--- config.mk ---
export PLATFORM = sky130hd
export DESIGN_NAME = xpmwrap_spram_req_ctrl_flat
export DESIGN_NICKNAME = d
export VERILOG_FILES = /design/src/rtl/xpmwrap_spram_req_ctrl_pkg.sv /design/src/rtl/xpmwrap_spram_req_ctrl_if.sv /design/src/rtl/xpmwrap_rsp_fifo.sv /design/src/rtl/xpmwrap_spram_req_ctrl.sv /design/src/flat_wrapper.sv
export SDC_FILE = /design/constraint.sdc
export NUM_CORES = 1
export LEC_CHECK = 0
export ABC_AREA = 1
export BUFFER_PORTS_ARGS = -buffer_cell sky130_fd_sc_hd__buf_2
export CAP_MARGIN = 20
export CORE_MARGIN = 3
export CORE_UTILIZATION = 52
export DETAILED_ROUTE_END_ITERATION = 16
export PLACE_DENSITY = 0.79
export SYNTH_ARGS = -nofsm -noshare
export SYNTH_HDL_FRONTEND = slang
export SYNTH_HIERARCHICAL = 1
export SYNTH_SLANG_ARGS = --single-unit
--- constraint.sdc ---
create_clock -name clka -period 2.4 [get_ports clka]
set_clock_uncertainty 0.2 [all_clocks]
set_input_delay 0.24 -clock clka [delete_from_list [all_inputs] [get_ports clka]]
set_output_delay 0.24 -clock clka [all_outputs]
set_load 0.005 [all_outputs]
--- src/rtl/xpmwrap_spram_req_ctrl_pkg.sv ---
// Shared types and helpers for the SPRAM requester controller.
// Holds default widths, the request bundle and a count-width helper.
package xpmwrap_pkg;

  localparam int PKG_AW = 6;
  localparam int PKG_DW = 32;
  localparam int PKG_NB = 4;

  typedef struct packed {
    logic [PKG_NB-1:0] we;
    logic [PKG_AW-1:0] addr;
    logic [PKG_DW-1:0] wdata;
  } req_t;

  // Bits needed to hold values 0..n inclusive, never below 1.
  function automatic int cnt_w(input int n);
    return (n < 1) ? 1 : $clog2(n + 1);
  endfunction

endpackage

--- src/rtl/xpmwrap_spram_req_ctrl_if.sv ---
// Request/response handshake bundle between a client and the controller.
// master = client side, slave = controller side.
interface xpmwrap_spram_req_ctrl_if #(
  parameter int AW = 6,
  parameter int DW = 32,
  parameter int NB = 4
);
  logic          req_valid;
  logic          req_ready;
  logic [NB-1:0] req_we;
  logic [AW-1:0] req_addr;
  logic [DW-1:0] req_wdata;
  logic          rsp_valid;
  logic          rsp_ready;
  logic [DW-1:0] rsp_rdata;

  modport master (
    output req_valid, req_we, req_addr,
    output req_wdata, rsp_ready,
    input  req_ready, rsp_valid, rsp_rdata
  );

  modport slave (
    input  req_valid, req_we, req_addr,
    input  req_wdata, rsp_ready,
    output req_ready, rsp_valid, rsp_rdata
  );
endinterface

--- src/rtl/xpmwrap_rsp_fifo.sv ---
// Synchronous first-word-fall-through FIFO for read responses.
// Ports: clk_i/rst_i, push_i/din_i, pop_i/dout_o, empty_o, count_o.
module xpmwrap_rsp_fifo #(
  parameter int DEPTH = 4,
  parameter int WIDTH = 32,
  parameter int CW    = 3
) (
  input  logic             clk_i,
  input  logic             rst_i,
  input  logic             push_i,
  input  logic [WIDTH-1:0] din_i,
  input  logic             pop_i,
  output logic [WIDTH-1:0] dout_o,
  output logic             empty_o,
  output logic [CW-1:0]    count_o
);
  localparam int PW = (DEPTH > 1) ? $clog2(DEPTH) : 1;

  logic [WIDTH-1:0] mem_q [DEPTH];
  logic [PW-1:0]    wp_q, wp_d;
  logic [PW-1:0]    rp_q, rp_d;
  logic [CW-1:0]    cnt_q, cnt_d;
  logic             full;

  function automatic logic [PW-1:0] nxt(
    input logic [PW-1:0] p
  );
    return (p == PW'(DEPTH - 1)) ? '0 : p + 1'b1;
  endfunction

  assign full    = (cnt_q == CW'(DEPTH));
  assign empty_o = (cnt_q == '0);
  assign count_o = cnt_q;
  assign dout_o  = mem_q[rp_q];

  always_comb begin
    wp_d  = push_i ? nxt(wp_q) : wp_q;
    rp_d  = pop_i  ? nxt(rp_q) : rp_q;
    cnt_d = cnt_q;
    unique case ({push_i, pop_i})
      2'b10:   cnt_d = cnt_q + 1'b1;
      2'b01:   cnt_d = cnt_q - 1'b1;
      default: cnt_d = cnt_q;
    endcase
  end

  always_ff @(posedge clk_i) begin
    if (rst_i) begin
      wp_q  <= '0;
      rp_q  <= '0;
      cnt_q <= '0;
    end else begin
      wp_q  <= wp_d;
      rp_q  <= rp_d;
      cnt_q <= cnt_d;
    end
  end

  always_ff @(posedge clk_i) begin
    if (push_i) mem_q[wp_q] <= din_i;
  end

  a_no_ovf: assert property (
    @(posedge clk_i) disable iff (rst_i)
    !(push_i && full));

  a_no_udf: assert property (
    @(posedge clk_i) disable iff (rst_i)
    !(pop_i && empty_o));

endmodule

--- src/rtl/xpmwrap_spram_req_ctrl.sv ---
// Requester-side controller for one byte-write SPRAM port with latency absorb.
// Ports: clka/rsta, bus (req/rsp handshakes), rd_pending credits, mem_* RAM port.
module xpmwrap_spram_req_ctrl
  import xpmwrap_pkg::*;
#(
  parameter  int ADDR_WIDTH   = 6,
  parameter  int DATA_WIDTH   = 32,
  parameter  int BYTE_WIDTH   = 8,
  parameter  int READ_LATENCY = 2,
  parameter  int RSP_DEPTH    = 4,
  localparam int NBYTES = DATA_WIDTH / BYTE_WIDTH,
  localparam int CW     = cnt_w(RSP_DEPTH)
) (
  input  logic                  clka,
  input  logic                  rsta,
  xpmwrap_spram_req_ctrl_if.slave bus,
  output logic [CW-1:0]         rd_pending,
  output logic                  mem_ena,
  output logic [NBYTES-1:0]     mem_wea,
  output logic [ADDR_WIDTH-1:0] mem_addra,
  output logic [DATA_WIDTH-1:0] mem_dina,
  output logic                  mem_regcea,
  output logic                  mem_rsta,
  input  logic [DATA_WIDTH-1:0] mem_douta
);

  if (RSP_DEPTH < READ_LATENCY + 1) begin : g_depth_chk
    $error("RSP_DEPTH must be >= READ_LATENCY+1");
  end
  if (READ_LATENCY < 1 || READ_LATENCY > 4) begin : g_lat_chk
    $error("READ_LATENCY must be 1..4");
  end

  logic                    acc, rd_acc, cap, pop;
  logic                    empty;
  logic [READ_LATENCY-1:0] vld_q, vld_d;
  logic [CW-1:0]           cnt_q, cnt_d;
  logic [CW-1:0]           fcnt;

  // Credits cover in-flight plus buffered reads, so the FIFO can't overflow.
  assign bus.req_ready = !rsta && (cnt_q < CW'(RSP_DEPTH));
  assign acc    = bus.req_valid && bus.req_ready;
  assign rd_acc = acc && (bus.req_we == '0);

  assign mem_ena    = acc;
  assign mem_wea    = acc ? bus.req_we : '0;
  assign mem_addra  = bus.req_addr;
  assign mem_dina   = bus.req_wdata;
  assign mem_regcea = 1'b1;
  assign mem_rsta   = rsta;

  // Valid token emerges in the cycle the RAM presents read data.
  assign vld_d = READ_LATENCY'({vld_q, rd_acc});
  assign cap   = vld_q[READ_LATENCY-1];

  assign bus.rsp_valid = !rsta && !empty;
  assign pop = bus.rsp_valid && bus.rsp_ready;
  assign rd_pending = cnt_q;

  always_comb begin
    cnt_d = cnt_q;
    unique case ({rd_acc, pop})
      2'b10:   cnt_d = cnt_q + 1'b1;
      2'b01:   cnt_d = cnt_q - 1'b1;
      default: cnt_d = cnt_q;
    endcase
  end

  always_ff @(posedge clka) begin
    if (rsta) begin
      vld_q <= '0;
      cnt_q <= '0;
    end else begin
      vld_q <= vld_d;
      cnt_q <= cnt_d;
    end
  end

  xpmwrap_rsp_fifo #(
    .DEPTH (RSP_DEPTH),
    .WIDTH (DATA_WIDTH),
    .CW    (CW)
  ) u_fifo (
    .clk_i   (clka),
    .rst_i   (rsta),
    .push_i  (cap),
    .din_i   (mem_douta),
    .pop_i   (pop),
    .dout_o  (bus.rsp_rdata),
    .empty_o (empty),
    .count_o (fcnt)
  );

  a_credit: assert property (
    @(posedge clka) disable iff (rsta)
    fcnt <= cnt_q);

endmodule

--- src/flat_wrapper.sv ---
// flat-port wrapper written by rule: the top's interface ports become plain ports
module xpmwrap_spram_req_ctrl_flat import xpmwrap_pkg::*;
#(
  parameter  int ADDR_WIDTH   = 6,
  parameter  int DATA_WIDTH   = 32,
  parameter  int BYTE_WIDTH   = 8,
  parameter  int READ_LATENCY = 2,
  parameter  int RSP_DEPTH    = 4,
  localparam int NBYTES = DATA_WIDTH / BYTE_WIDTH,
  localparam int CW     = cnt_w(RSP_DEPTH)
)
  (clka, rsta, rd_pending, mem_ena, mem_wea, mem_addra, mem_dina, mem_regcea, mem_rsta, mem_douta, bus_req_valid, bus_req_we, bus_req_addr, bus_req_wdata, bus_rsp_ready, bus_req_ready, bus_rsp_valid, bus_rsp_rdata);
  xpmwrap_spram_req_ctrl_if #(.AW(6), .DW(32), .NB(4)) bus_i ();
  input  logic clka;
  input  logic rsta;
  output logic [CW-1:0] rd_pending;
  output logic mem_ena;
  output logic [NBYTES-1:0] mem_wea;
  output logic [ADDR_WIDTH-1:0] mem_addra;
  output logic [DATA_WIDTH-1:0] mem_dina;
  output logic mem_regcea;
  output logic mem_rsta;
  input  logic [DATA_WIDTH-1:0] mem_douta;
  input wire logic [$bits(bus_i.req_valid)-1:0] bus_req_valid;
  input wire logic [$bits(bus_i.req_we)-1:0] bus_req_we;
  input wire logic [$bits(bus_i.req_addr)-1:0] bus_req_addr;
  input wire logic [$bits(bus_i.req_wdata)-1:0] bus_req_wdata;
  input wire logic [$bits(bus_i.rsp_ready)-1:0] bus_rsp_ready;
  output wire logic [$bits(bus_i.req_ready)-1:0] bus_req_ready;
  output wire logic [$bits(bus_i.rsp_valid)-1:0] bus_rsp_valid;
  output wire logic [$bits(bus_i.rsp_rdata)-1:0] bus_rsp_rdata;
  assign bus_i.req_valid = bus_req_valid;
  assign bus_i.req_we = bus_req_we;
  assign bus_i.req_addr = bus_req_addr;
  assign bus_i.req_wdata = bus_req_wdata;
  assign bus_i.rsp_ready = bus_rsp_ready;
  assign bus_req_ready = bus_i.req_ready;
  assign bus_rsp_valid = bus_i.rsp_valid;
  assign bus_rsp_rdata = bus_i.rsp_rdata;
  xpmwrap_spram_req_ctrl #(.ADDR_WIDTH(ADDR_WIDTH), .DATA_WIDTH(DATA_WIDTH), .BYTE_WIDTH(BYTE_WIDTH), .READ_LATENCY(READ_LATENCY), .RSP_DEPTH(RSP_DEPTH)) u_core (.clka(clka), .rsta(rsta), .bus(bus_i), .rd_pending(rd_pending), .mem_ena(mem_ena), .mem_wea(mem_wea), .mem_addra(mem_addra), .mem_dina(mem_dina), .mem_regcea(mem_regcea), .mem_rsta(mem_rsta), .mem_douta(mem_douta));
endmodule
* After elaboration in Yosys (flattened, before gate mapping)
Memory sizes are Yosys's and may differ from the RTL's. A register that Yosys moved wholly into a read port is not among the register bits. Index checks and enable logic that the tools add are counted. W data, S select, Z words.
Word-level totals: register bits 12, memory bits (writable) 128, input bits 78, output and inout port bits 82, logic and storage cells 39, memories kept 1
Operators by class: add/subtract/negate cells 6, order comparisons 1, eq/ne operators 6, multiplexer cells 9, reductions and logical operators 11
Memory list:
- u_core.u_fifo.mem_q | depth 4, bits a word 32, read ports 1, clocked after Yosys merged registers in 1, write ports 1, line xpmwrap_rsp_fifo.sv:19 | logic [WIDTH-1:0] mem_q [DEPTH];
Operator list (number):
- $pmux W3 S2 | 2
- $eq A2 B2 Y1 const B | 4
- $mux W2 | 4
- $add A3 B1 Y3 const B | 2
- $sub A3 B1 Y3 const B | 2
- $logic_and A1 B1 Y1 | 5
- $add A2 B1 Y2 const B | 2
- $eq A2 B1 Y1 const B | 2
- $logic_not A4 Y1 | 1
- $mux W4 | 1
- $reduce_bool A2 Y1 | 2
- $logic_not A3 Y1 | 1
- $lt A3 B3 Y1 const B | 1
- $logic_not A1 Y1 | 2
- $mux W1 | 2

* Depth between registers and ports, before layout
Gate-level depths: netlist (run 1).
depth after elaboration 6, gate-level depth with buffers 13, mapped depth without buffers 13

* Modules after synthesis
The synthesis (run 1) kept the hierarchy.
By module, submodules not included:
- xpmwrap_rsp_fifo | times used 1, cells each 368, area each 5232.5 um2, sequential area each 4023.9 um2
- xpmwrap_spram_req_ctrl | times used 1, cells each 85, area each 606.8 um2, sequential area each 100.1 um2

* Least setup slack after synthesis (run 1)
Ideal clock, no wire load.
path type reg-to-reg, from register u_core.u_fifo.cnt_q[1], in the netlist u_core/u_fifo/count_o[1], to register u_core.cnt_q[2], in the netlist u_core/rd_pending[2], data arrival time 1672 ps, data required time 2087 ps, path slack 415 ps, stages on the path, launching flop included 12, path buffers 0, clock period less this slack 1985 ps, path through dfxtp_1 nor3_1 nor3b_1 ha_1 inv_1 fa_1 inv_1 nand2_1 nand3_1 nand2_1 nand2_1 nor2_1
Between the ends: longest elaborated chain between the ends 6
Ends and longest elaborated chain:
- start: declaration | line xpmwrap_rsp_fifo.sv:22 | logic [CW-1:0] cnt_q, cnt_d;
- start signal: assignment | line xpmwrap_rsp_fifo.sv:55 | cnt_q <= cnt_d;
- $logic_not A3 Y1 * | line xpmwrap_rsp_fifo.sv:32 | assign empty_o = (cnt_q == '0);
- net u_core.empty | line xpmwrap_spram_req_ctrl.sv:35 | logic empty;
- $logic_not A1 Y1 * | line xpmwrap_spram_req_ctrl.sv:56 | assign bus.rsp_valid = !rsta && !empty;
- $logic_and A1 B1 Y1 * | line xpmwrap_spram_req_ctrl.sv:56
- $logic_and A1 B1 Y1 * | line xpmwrap_spram_req_ctrl.sv:57 | assign pop = bus.rsp_valid && bus.rsp_ready;
- net u_core.pop | line xpmwrap_spram_req_ctrl.sv:34 | logic acc, rd_acc, cap, pop;
- $eq A2 B1 Y1 / $eq A2 B2 Y1 (equally long branches) | line xpmwrap_spram_req_ctrl.sv:62 | unique case ({rd_acc, pop})
- $pmux W3 S2 / $reduce_bool A2 Y1 (equally long branches)
- end signal: assignment | line xpmwrap_spram_req_ctrl.sv:75 | cnt_q <= cnt_d;
- end: declaration | line xpmwrap_spram_req_ctrl.sv:37 | logic [CW-1:0] cnt_q, cnt_d;
Mark *: on every way through the listed nets, which the timed path passes. The rest lies on a longest branch. A chain may end at the register's enable or synchronous reset.

==> reports/results.tsv, run 1 <==
stage	metric	value	unit
outcome	outcome	complete, no violations	
logic_synthesis	Area contributors post-synth	edfxtp_1 66%, buf_4 5.5%, nor2_1 4.9%, dfxtp_1 4.8%, o21ai_0 3.6%	
flow_run	max-cap viol count	0	
floorplanning	Site Rows	38	
clock_network	TritonCTS clock tree	done	
sta	setup TNS	0	ps
detailed_routing	final WL	11700	um
global_routing	M2 GR Usage	0.328	
global_routing	first-pass GRT wire length	18900	um
sta	FMAX	438	MHz
placed_design	placed cell area	0.00609	sq mm
placed_design	GP Congestion	0.722	
global_routing	GRT Total Usage	0.195	
placed_design	placed cell count	627	
logic_synthesis	sequential area share after synthesis	0.706	
floorplanning	initial core utilization	0.536	
critical_path	WS Path Type	reg2out	
detailed_routing	Post-DRT Antenna Nets	0	
global_routing	largest net degree at the start of global routing	65	
clock_network	Worst-Skew Late Latency	520	ps
global_routing	Top Usage Layer GRT	met2	
critical_path	Arrival @ worst endpoint	1840	ps
pwr	Switch Pwr	0.00104	W
logic_synthesis	Top FF cell, synth	edfxtp_1	
logic_synthesis	Synth Cell Area	0.00584	sq mm
logic_synthesis	commonest cells in the netlist	128 x edfxtp_1, 77 x nor2_1, 43 x buf_4, 42 x o21ai_0, 32 x o22ai_1	
pwr	power share of the sequential group	0.509	
detailed_routing	routed len/inst	16.8	um
detailed_routing	Initial DRC Count	179	
finish	share of cells above drive strength 1	0.242	
floorplanning	Die Wd	112	um
sta	Final setup violation count	0	
pwr	VDD IR-drop max	519	uV
logic_synthesis	most common cell in the netlist	edfxtp_1	
global_routing	grt total ovfl	0	
critical_path	Worst Path Max Fanout	64	
critical_path	data required time of the critical path	1960	ps
critical_path	Crit. End Element	primary output	
clock_network	clk slew on worst S/H paths	60	ps
finish	nets	628	
logic_synthesis	Ys Warns	6	
finish	fillcell total	786	
critical_path	Setup crit start kind	register	
pwr	Comb pwr share	0.033	
logic_synthesis	post-synthesis cell count	453	
pwr	pwr dens	756	mW/mm^2
logic_synthesis	largest area contributor in the netlist	edfxtp_1	
logic_synthesis	average cell area after synthesis	12.9	sq um
clock_network	Max clock buf depth	2	
placed_design	dpl ws	160	ps
logic_synthesis	Async S/R FF share, synth	0	
finish	fin cells	695	
logic_synthesis	Post-synth EDFFs	128	
min_path	Hold Path Class	in2reg	
sta	minimum clock period	2280	ps
floorplanning	IO Pins	160	
detailed_routing	Via-to-Cell Ratio	5.34	
sta	Final Hold Fails	0	
logic_synthesis	register bit total from synthesis	142	
pwr	Leakage	2.66	nW
clock_network	root buf cell	clkbuf_8	
sta	fin crit share	0.951	
floorplanning	Die Y	112	um
clock_network	H-tree levels	4	
floorplanning	die area	0.0125	sq mm
global_routing	initial antenna violation count	1	
pwr	P_int	0.00426	W
sta	final setup margin	117	ps
finish	Final Cell Area	0.00701	sq mm
placed_design	Port Buffer Count	82	
pwr	Sw Ratio	0.197	
critical_path	worst reg2reg setup slack	310	ps
floorplanning	core area	0.0109	sq mm
sta	RSZ-0062 raised after global routing	no	
clock_network	postcts setup bufs	0	
finish	P&R area growth vs syn	20.1	%
detailed_routing	DR vias	3713	
detailed_routing	first-pass iteration count of the detailed router	4	
global_routing	vias in the first global route	3863	
placed_design	Detailed Place HPWL	7080	um
logic_synthesis	Synth top area share	0.658	
global_routing	M1 GR Usage	0.220	
detailed_routing	drc violations	0	
logic_synthesis	distinct cell type count after synthesis	26	
global_routing	GR Util met3	0.0609	
logic_synthesis	syn nets	540	
pwr	Clk network pwr share	0.457	
finish	Final Core Density	0.644	
sta	fin. max-slew vios	0	
clock_network	CTS buffer count	17	
clock_network	clock tree sinks	142	
==> cell families after synthesis <==
group	synth area share
DFF	0.706
AOI/OAI and AO/OA	0.100
and+or+nand+nor	0.0703
buffers and inverters	0.101
adders and majority gates	0.0219
other	0.000642
==> critical path, cell delays in order, from the launching register on <==
cell	delay (ps)
dfxtp_4	440
inv_8	320
o21ai_0	140
o22ai_1	240
buf_2	170
==> layout make-up <==
| cell class | count | area, sq um | area share |
|---|---|---|---|
| flip-flops and latches | 142 | 4130 | 0.589 |
| multi-input cells | 220 | 1130 | 0.162 |
| repair buffers | 128 | 881 | 0.126 |
| clock buffers | 17 | 414 | 0.0591 |
| well taps | 140 | 175 | 0.0250 |
| clock inverters | 15 | 148 | 0.0211 |
| inverters | 32 | 130 | 0.0186 |
| diodes | 1 | 2.50 | 0.000357 |
==> registers in the layout, indices dropped and copies added, names as in the netlist, named ones only <==
name	count
u_core/rd_pending	3
u_core/u_fifo/count_o	3
u_core/u_fifo/rp_q	2
u_core/u_fifo/mem_q	128
u_core/u_fifo/wp_q	2
u_core/vld_q	2
==> power groups by stage <==
| stage | clock network, W | registers [W] | logic, W |
|---|---|---|---|
| CTS | 0.00246 | 0.00270 | 0.000175 |
| global placement | 0 | 0.00275 | 0.000123 |
| detailed placement | 0 | 0.00275 | 0.000129 |
| floorplan | 0 | 0.00275 | 0.000105 |
| finish | 0.00242 | 0.00270 | 0.000175 |
| global route | 0.00259 | 0.00270 | 0.000196 |
==> what timing repair did <==
action / CTS / global route
endpoints found under the setup margin: 1 / 2
pin swaps: 0 / 0
hold endpoints to repair: 140 / 0
hold buffers: 36 / 0
gates resized for setup: 1 / 1
==> final timing paths <==
kind	from	endpoint	cells past startpoint
min	bus_rsp_ready	u_core/u_fifo/rp_q[1]	4
min reg2reg	u_core/vld_q[0]	u_core/vld_q[1]	2
max reg2reg	u_core/u_fifo/count_o[1]	u_core/u_fifo/count_o[2]	10
max	register	bus_rsp_rdata[21]	4
==> cells in the final DEF (no fill, tap or decap), types with 2 or more instances in the layout <==
cell,synthesis,routed
fa_1,2,2
a21oi_1,7,7
inv_1,28,28
dlygate4sd3_1,0,35
nand2_1,13,13
bufinv_16,0,2
edfxtp_1,128,128
clkinv_4,0,3
inv_2,2,2
clkinvlp_4,0,3
buf_4,43,8
clkinv_2,0,6
nand3_1,2,2
o22ai_1,32,32
dfxtp_1,14,13
o21ai_0,42,42
ha_1,7,7
clkbuf_16,0,16
nor3_1,4,4
o21ai_1,28,28
buf_12,0,3
nor2_1,77,77
buf_2,6,82
==> metal layers <==
layer	vias up	share of wire	routed length, um
met3	67	0.067	783
li1	1752	-	-
met1	1760	0.39	4540
met2	134	0.50	5850
met5	-	0	0
met4	0	0.044	515
==> through the flow <==
stage / total power (W) / hold WS [ps]
global route: 0.00548 / 57.6
global placement: 0.00287 / 199
CTS: 0.00534 / 50.3
floorplan: 0.00286 / 111
finish: 0.00530 / 64.6
detailed placement: 0.00288 / 211
Note: power is estimated with default switching activity, not from simulation.
==> run 2, diff against run 1 <==
--- a/config.mk
+++ b/config.mk
@@ -12,5 +12,5 @@
 export CORE_UTILIZATION = 52
 export DETAILED_ROUTE_END_ITERATION = 16
-export PLACE_DENSITY = 0.79
+export PLACE_DENSITY = 0.76
 export SYNTH_ARGS = -nofsm -noshare
 export SYNTH_HDL_FRONTEND = slang
==> constraint.sdc (replaced) <==
create_clock -name clka -period 2.4 [get_ports clka]
set_clock_uncertainty 0.2 [all_clocks]
set_input_delay 0.12 -clock clka [delete_from_list [all_inputs] [get_ports clka]]
set_output_delay 0.12 -clock clka [all_outputs]
set_load 0.005 [all_outputs]
==> reports/results.tsv, run 2 (synthesis gave the netlist of run 1 again) <==
stage	metric	value	unit
critical_path	Setup crit start kind	register	
sta	minimum clock period	2230	ps
clock_network	Worst-Skew Late Latency	500	ps
global_routing	vias in the first global route	3776	
finish	number of flip-flops in the largest register	128	
pwr	Leakage	2.65	nW
floorplanning	IO Pins	160	
pwr	Comb pwr share	0.035	
clock_network	TritonCTS clock tree	done	
detailed_routing	Post-DRT Antenna Nets	0	
sta	setup TNS	0	ps
flow_run	max-cap viol count	0	
global_routing	grt total ovfl	0	
pwr	pwr dens	733	mW/mm^2
clock_network	clock tree sinks	142	
placed_design	Port Buffer Count	82	
critical_path	Worst Path Max Fanout	28	
clock_network	H-tree levels	4	
detailed_routing	Via-to-Cell Ratio	5.26	
floorplanning	Die Y	112	um
pwr	Switch Pwr	0.000958	W
detailed_routing	first-pass iteration count of the detailed router	4	
sta	RSZ-0062 raised after global routing	no	
global_routing	first-pass GRT wire length	18300	um
detailed_routing	drc violations	0	
detailed_routing	DR vias	3659	
outcome	outcome	complete, no violations	
finish	P&R area growth vs syn	18.8	%
floorplanning	core area	0.0109	sq mm
placed_design	dpl ws	174	ps
pwr	Pwr Total	0.00508	W
critical_path	Arrival @ worst endpoint	1910	ps
clock_network	postcts setup bufs	0	
placed_design	Detailed Place HPWL	7010	um
finish	most frequent cells in the layout	128 x edfxtp_1, 82 x buf_2, 77 x nor2_1	
sta	fin. max-slew vios	0	
sta	Slew @ Worst Pin	629	ps
clock_network	CTS buffer count	17	
pwr	power share of the sequential group	0.531	
pwr	P_int	0.00413	W
detailed_routing	Initial DRC Count	202	
global_routing	largest net degree at the start of global routing	65	
pwr	Clk network pwr share	0.434	
finish	largest register by flop count	u_core/u_fifo/mem_q	
critical_path	worst reg2reg setup slack	310	ps
finish	antenna cells	0	
sta	fin crit share	0.929	
critical_path	Crit. End Element	primary output	
finish	nets	631	
pwr	VDD IR-drop max	472	uV
sta	final setup margin	170	ps
clock_network	clk slew on worst S/H paths	60	ps
detailed_routing	final WL	11600	um
finish	most common cell after layout, fill and taps aside	edfxtp_1	
pwr	Sw Ratio	0.188	
global_routing	initial antenna violation count	0	
critical_path	Reg2Reg Depth	9	
floorplanning	initial core utilization	0.536	
clock_network	Max clock buf depth	2	
global_routing	GRT Total Usage	0.188	
floorplanning	Site Rows	38	
finish	share of cells above drive strength 1	0.231	
min_path	hold depth	0	
sta	FMAX	449	MHz
placed_design	GP Congestion	0.721	
min_path	Hold Path Class	in2out	
sta	Final Hold Fails	0	
floorplanning	Die Wd	112	um
critical_path	WS Path Type	reg2out	
finish	fillcell total	811	
clock_network	root buf cell	clkbuf_8	
critical_path	data required time of the critical path	2080	ps
sta	Final setup violation count	0	
sta	Slew headroom	0.580	
detailed_routing	routed len/inst	16.6	um
floorplanning	die area	0.0125	sq mm
-- run 2: changes by cell type in the layout (fill, tap and decap cells not counted), sizes merged --
cell         previous run  this run
dlygate4sd3            35        37
clkinvlp                3         1
buf                    93        94
clkbuf                 17        20
bufinv                  2         1
clkinv                  9         8
inv                    33        32
diode                   1         0
-- run 2: cell type report --
type                    count  area (sq um)  share of cell area
flip-flops and latches    142          4130               0.595
clock buffers              20           425              0.0613
repair buffers            131           871               0.126
clock inverters            10          75.1              0.0108
well taps                 140           175              0.0253
inverters                  32           130              0.0188
multi-input cells         220          1130               0.163
-- run 2: path summary, 6_finish.rpt --
| check | from | endpoint |
|---|---|---|
| max | register | bus_rsp_rdata[20] |
| min | bus_req_addr[4] | mem_addra[4] |
| max reg2reg | u_core/u_fifo/count_o[1] | u_core/u_fifo/count_o[2] |
| min reg2reg | u_core/vld_q[0] | u_core/vld_q[1] |
-- run 2: repair_timing --
item                                   in CTS  in global routing
hold buffers                               37                  0
endpoints found under the hold margin     142                  0
gates resized for setup                     1                  1
setup endpoints to repair                   4                  2
cloned                                      0                  0
-- run 2: layer usage --
| metal | track usage | vias up | part of all wire |
|---|---|---|---|
| met5 | 0 | - | 0 |
| met4 | 0.116 | 0 | 0.043 |
| met3 | 0.0549 | 58 | 0.073 |
| met2 | 0.295 | 135 | 0.48 |
| met1 | 0.229 | 1720 | 0.41 |
| li1 | - | 1746 | - |
-- run 2: power groups by stage --
stage          logic, W  clock network (W)  registers (W)
5_1_grt        0.000196            0.00236        0.00270
2_1_floorplan  0.000105                  0        0.00275
3_3_place_gp   0.000122                  0        0.00275
6_report       0.000176            0.00221        0.00270
3_5_place_dp   0.000130                  0        0.00275
4_1_cts        0.000176            0.00225        0.00270
-- run 2: per-stage QoR --
| stage | util | area [sq um] | std cells | hold slack (ps) |
|---|---|---|---|---|
| after floorplan | - | 5840 | 453 | -8.82 |
| after global placement | 0.556 | 6060 | 628 | 40.0 |
| after detailed placement | 0.556 | 6060 | 628 | 40.0 |
| after CTS | 0.637 | 6930 | 695 | 40.0 |
| after global routing | 0.637 | 6940 | 695 | 40.0 |
| final | 0.637 | 6940 | 695 | 40.0 |
-- run 2: worst max-delay path, cell delays in order (launching register included) --
cell and delay [ps]:
dfxtp_4 560, buf_4 300, o21ai_0 110, o22ai_1 260, buf_2 170
==> run 3, diff against run 2 <==
Settings changed: CAP_MARGIN 20 to 0, MAX_ROUTING_LAYER from default to met4.
==> reports/results.tsv, run 3 (synthesis gave the netlist of run 1 again) <==
stage	metric	value	unit
global_routing	largest net degree at the start of global routing	65	
finish	P&R area growth vs syn	18.8	%
pwr	pwr dens	732	mW/mm^2
floorplanning	Die Y	112	um
clock_network	postcts setup bufs	0	
global_routing	M2 GR Usage	0.295	
critical_path	slowest stage delay, CP	560	ps
sta	RSZ-0062 raised after global routing	no	
critical_path	slowest CP cell	dfxtp_4	
floorplanning	die area	0.0125	sq mm
floorplanning	initial core utilization	0.536	
clock_network	clock tree sinks	142	
min_path	Hold EP	mem_addra[4]	
floorplanning	IO Pins	160	
flow_run	max-cap viol count	0	
global_routing	GRT Total Usage	0.194	
sta	final setup margin	174	ps
placed_design	Detailed Place HPWL	7010	um
finish	most common cell after layout, fill and taps aside	edfxtp_1	
detailed_routing	final WL	11600	um
global_routing	Top Usage Layer GRT	met2	
critical_path	data required time of the critical path	2080	ps
pwr	Pwr Total	0.00508	W
sta	FMAX	449	MHz
finish	largest register by flop count	u_core/u_fifo/mem_q	
finish	share of cells above drive strength 1	0.231	
sta	fin crit share	0.927	
global_routing	vias in the first global route	3776	
finish	Final Core Density	0.637	
outcome	outcome	complete, no violations	
critical_path	Setup crit start kind	register	
finish	fillcell total	811	
detailed_routing	routed len/inst	16.7	um
critical_path	Worst Path Max Fanout	28	
sta	minimum clock period	2230	ps
pwr	Leakage	2.65	nW
critical_path	worst reg2reg setup slack	310	ps
critical_path	Crit Reg-Reg Startpoint	u_core/u_fifo/count_o[1]	
sta	fin. max-slew vios	0	
critical_path	Arrival @ worst endpoint	1910	ps
min_path	hold path start	bus_req_addr[4]	
clock_network	root buf cell	clkbuf_8	
critical_path	reg2reg end	u_core/u_fifo/count_o[2]	
detailed_routing	Post-DRT Antenna Nets	0	
sta	Fin Hold WS	40.0	ps
sta	Slew @ Worst Pin	631	ps
floorplanning	Die Wd	112	um
sta	Final setup violation count	0	
critical_path	Reg2Reg Depth	9	
clock_network	Worst-Skew Late Latency	500	ps
clock_network	TritonCTS clock tree	done	
critical_path	WS Path Type	reg2out	
sta	Final Hold Fails	0	
clock_network	Max clock buf depth	2	
finish	nets	631	
detailed_routing	DR vias	3660	
min_path	Hold Path Class	in2out	
critical_path	CP Cell Sequence	buf_4, o21ai_0, o22ai_1, buf_2	
global_routing	first-pass GRT wire length	18300	um
detailed_routing	Via-to-Cell Ratio	5.27	
global_routing	grt total ovfl	0	
floorplanning	core area	0.0109	sq mm
min_path	hold depth	0	
global_routing	GR Util met3	0.0554	
detailed_routing	first-pass iteration count of the detailed router	4	
detailed_routing	Initial DRC Count	215	
placed_design	GP Congestion	0.730	
placed_design	dpl ws	174	ps
clock_network	H-tree levels	4	
pwr	VDD IR-drop max	473	uV
sta	setup TNS	0	ps
global_routing	initial antenna violation count	0	
global_routing	M1 GR Usage	0.230	
finish	antenna cells	0	
floorplanning	Site Rows	38	
finish	number of flip-flops in the largest register	128	
sta	Slew headroom	0.579	
clock_network	CTS buffer count	17	
critical_path	Crit. End Element	primary output	
finish	most frequent cells in the layout	128 x edfxtp_1, 82 x buf_2, 77 x nor2_1	
clock_network	clk slew on worst S/H paths	60	ps
detailed_routing	drc violations	0	
placed_design	Port Buffer Count	82	
## run 3: cell counts in the layout (fill, tap and decap cells not counted)
Identical to the previous run, type by type.
## run 3: worst max path at each step
stage                                        start                  endpoint  slack, ps  cells after the start
after global routing                      register         bus_rsp_rdata[30]         20                      4
final                                     register         bus_rsp_rdata[30]        170                      4
after floorplan           u_core/u_fifo/count_o[1]      u_core/rd_pending[2]        420                     11
after global placement    u_core/u_fifo/count_o[1]      u_core/rd_pending[2]        280                     11
after detailed placement  u_core/u_fifo/count_o[2]      u_core/rd_pending[2]        170                     11
after CTS                 u_core/u_fifo/count_o[1]  u_core/u_fifo/count_o[2]        150                     11
## run 3: final cells by class
| class | instances | area, sq um | area share |
|---|---|---|---|
| Inverter | 32 | 130 | 0.0188 |
| Sequential cell | 142 | 4130 | 0.595 |
| Multi-Input combinational cell | 220 | 1130 | 0.163 |
| Clock buffer | 20 | 425 | 0.0613 |
| Clock inverter | 10 | 75.1 | 0.0108 |
| Timing Repair Buffer | 131 | 871 | 0.126 |
| Tap cell | 140 | 175 | 0.0253 |
## run 3: power by group
group	switching (W)	internal (W)	total, W
logic	0.0000852	0.0000909	0.000176
clock network	0.000865	0.00134	0.00220
registers	0.00000455	0.00270	0.00270
## run 3: critical path, delay by kind of cell, from the launching register on
kind	cells	cell delay, ps
AOI/OAI and AO/OA	2	370
DFF	1	560
buffers and inverters	2	470
## run 3: timing repair
action / CTS / global route
hold buffers: 37 / 0
resized for setup: 1 / 1
endpoints found under the setup margin: 4 / 2
hold endpoints to repair: 142 / 0
## run 3: per-layer routing
| layer | share of wire | up-vias |
|---|---|---|
| li1 | - | 1745 |
| met3 | 0.067 | 56 |
| met5 | 0 | - |
| met2 | 0.48 | 129 |
| met4 | 0.041 | 0 |
| met1 | 0.41 | 1730 |
## run 3: metrics by stage
stage	std cells	cell area, sq um
2_1_floorplan	453	5840
3_3_place_gp	628	6060
3_5_place_dp	628	6060
4_1_cts	695	6930
5_1_grt	695	6940
6_report	695	6940
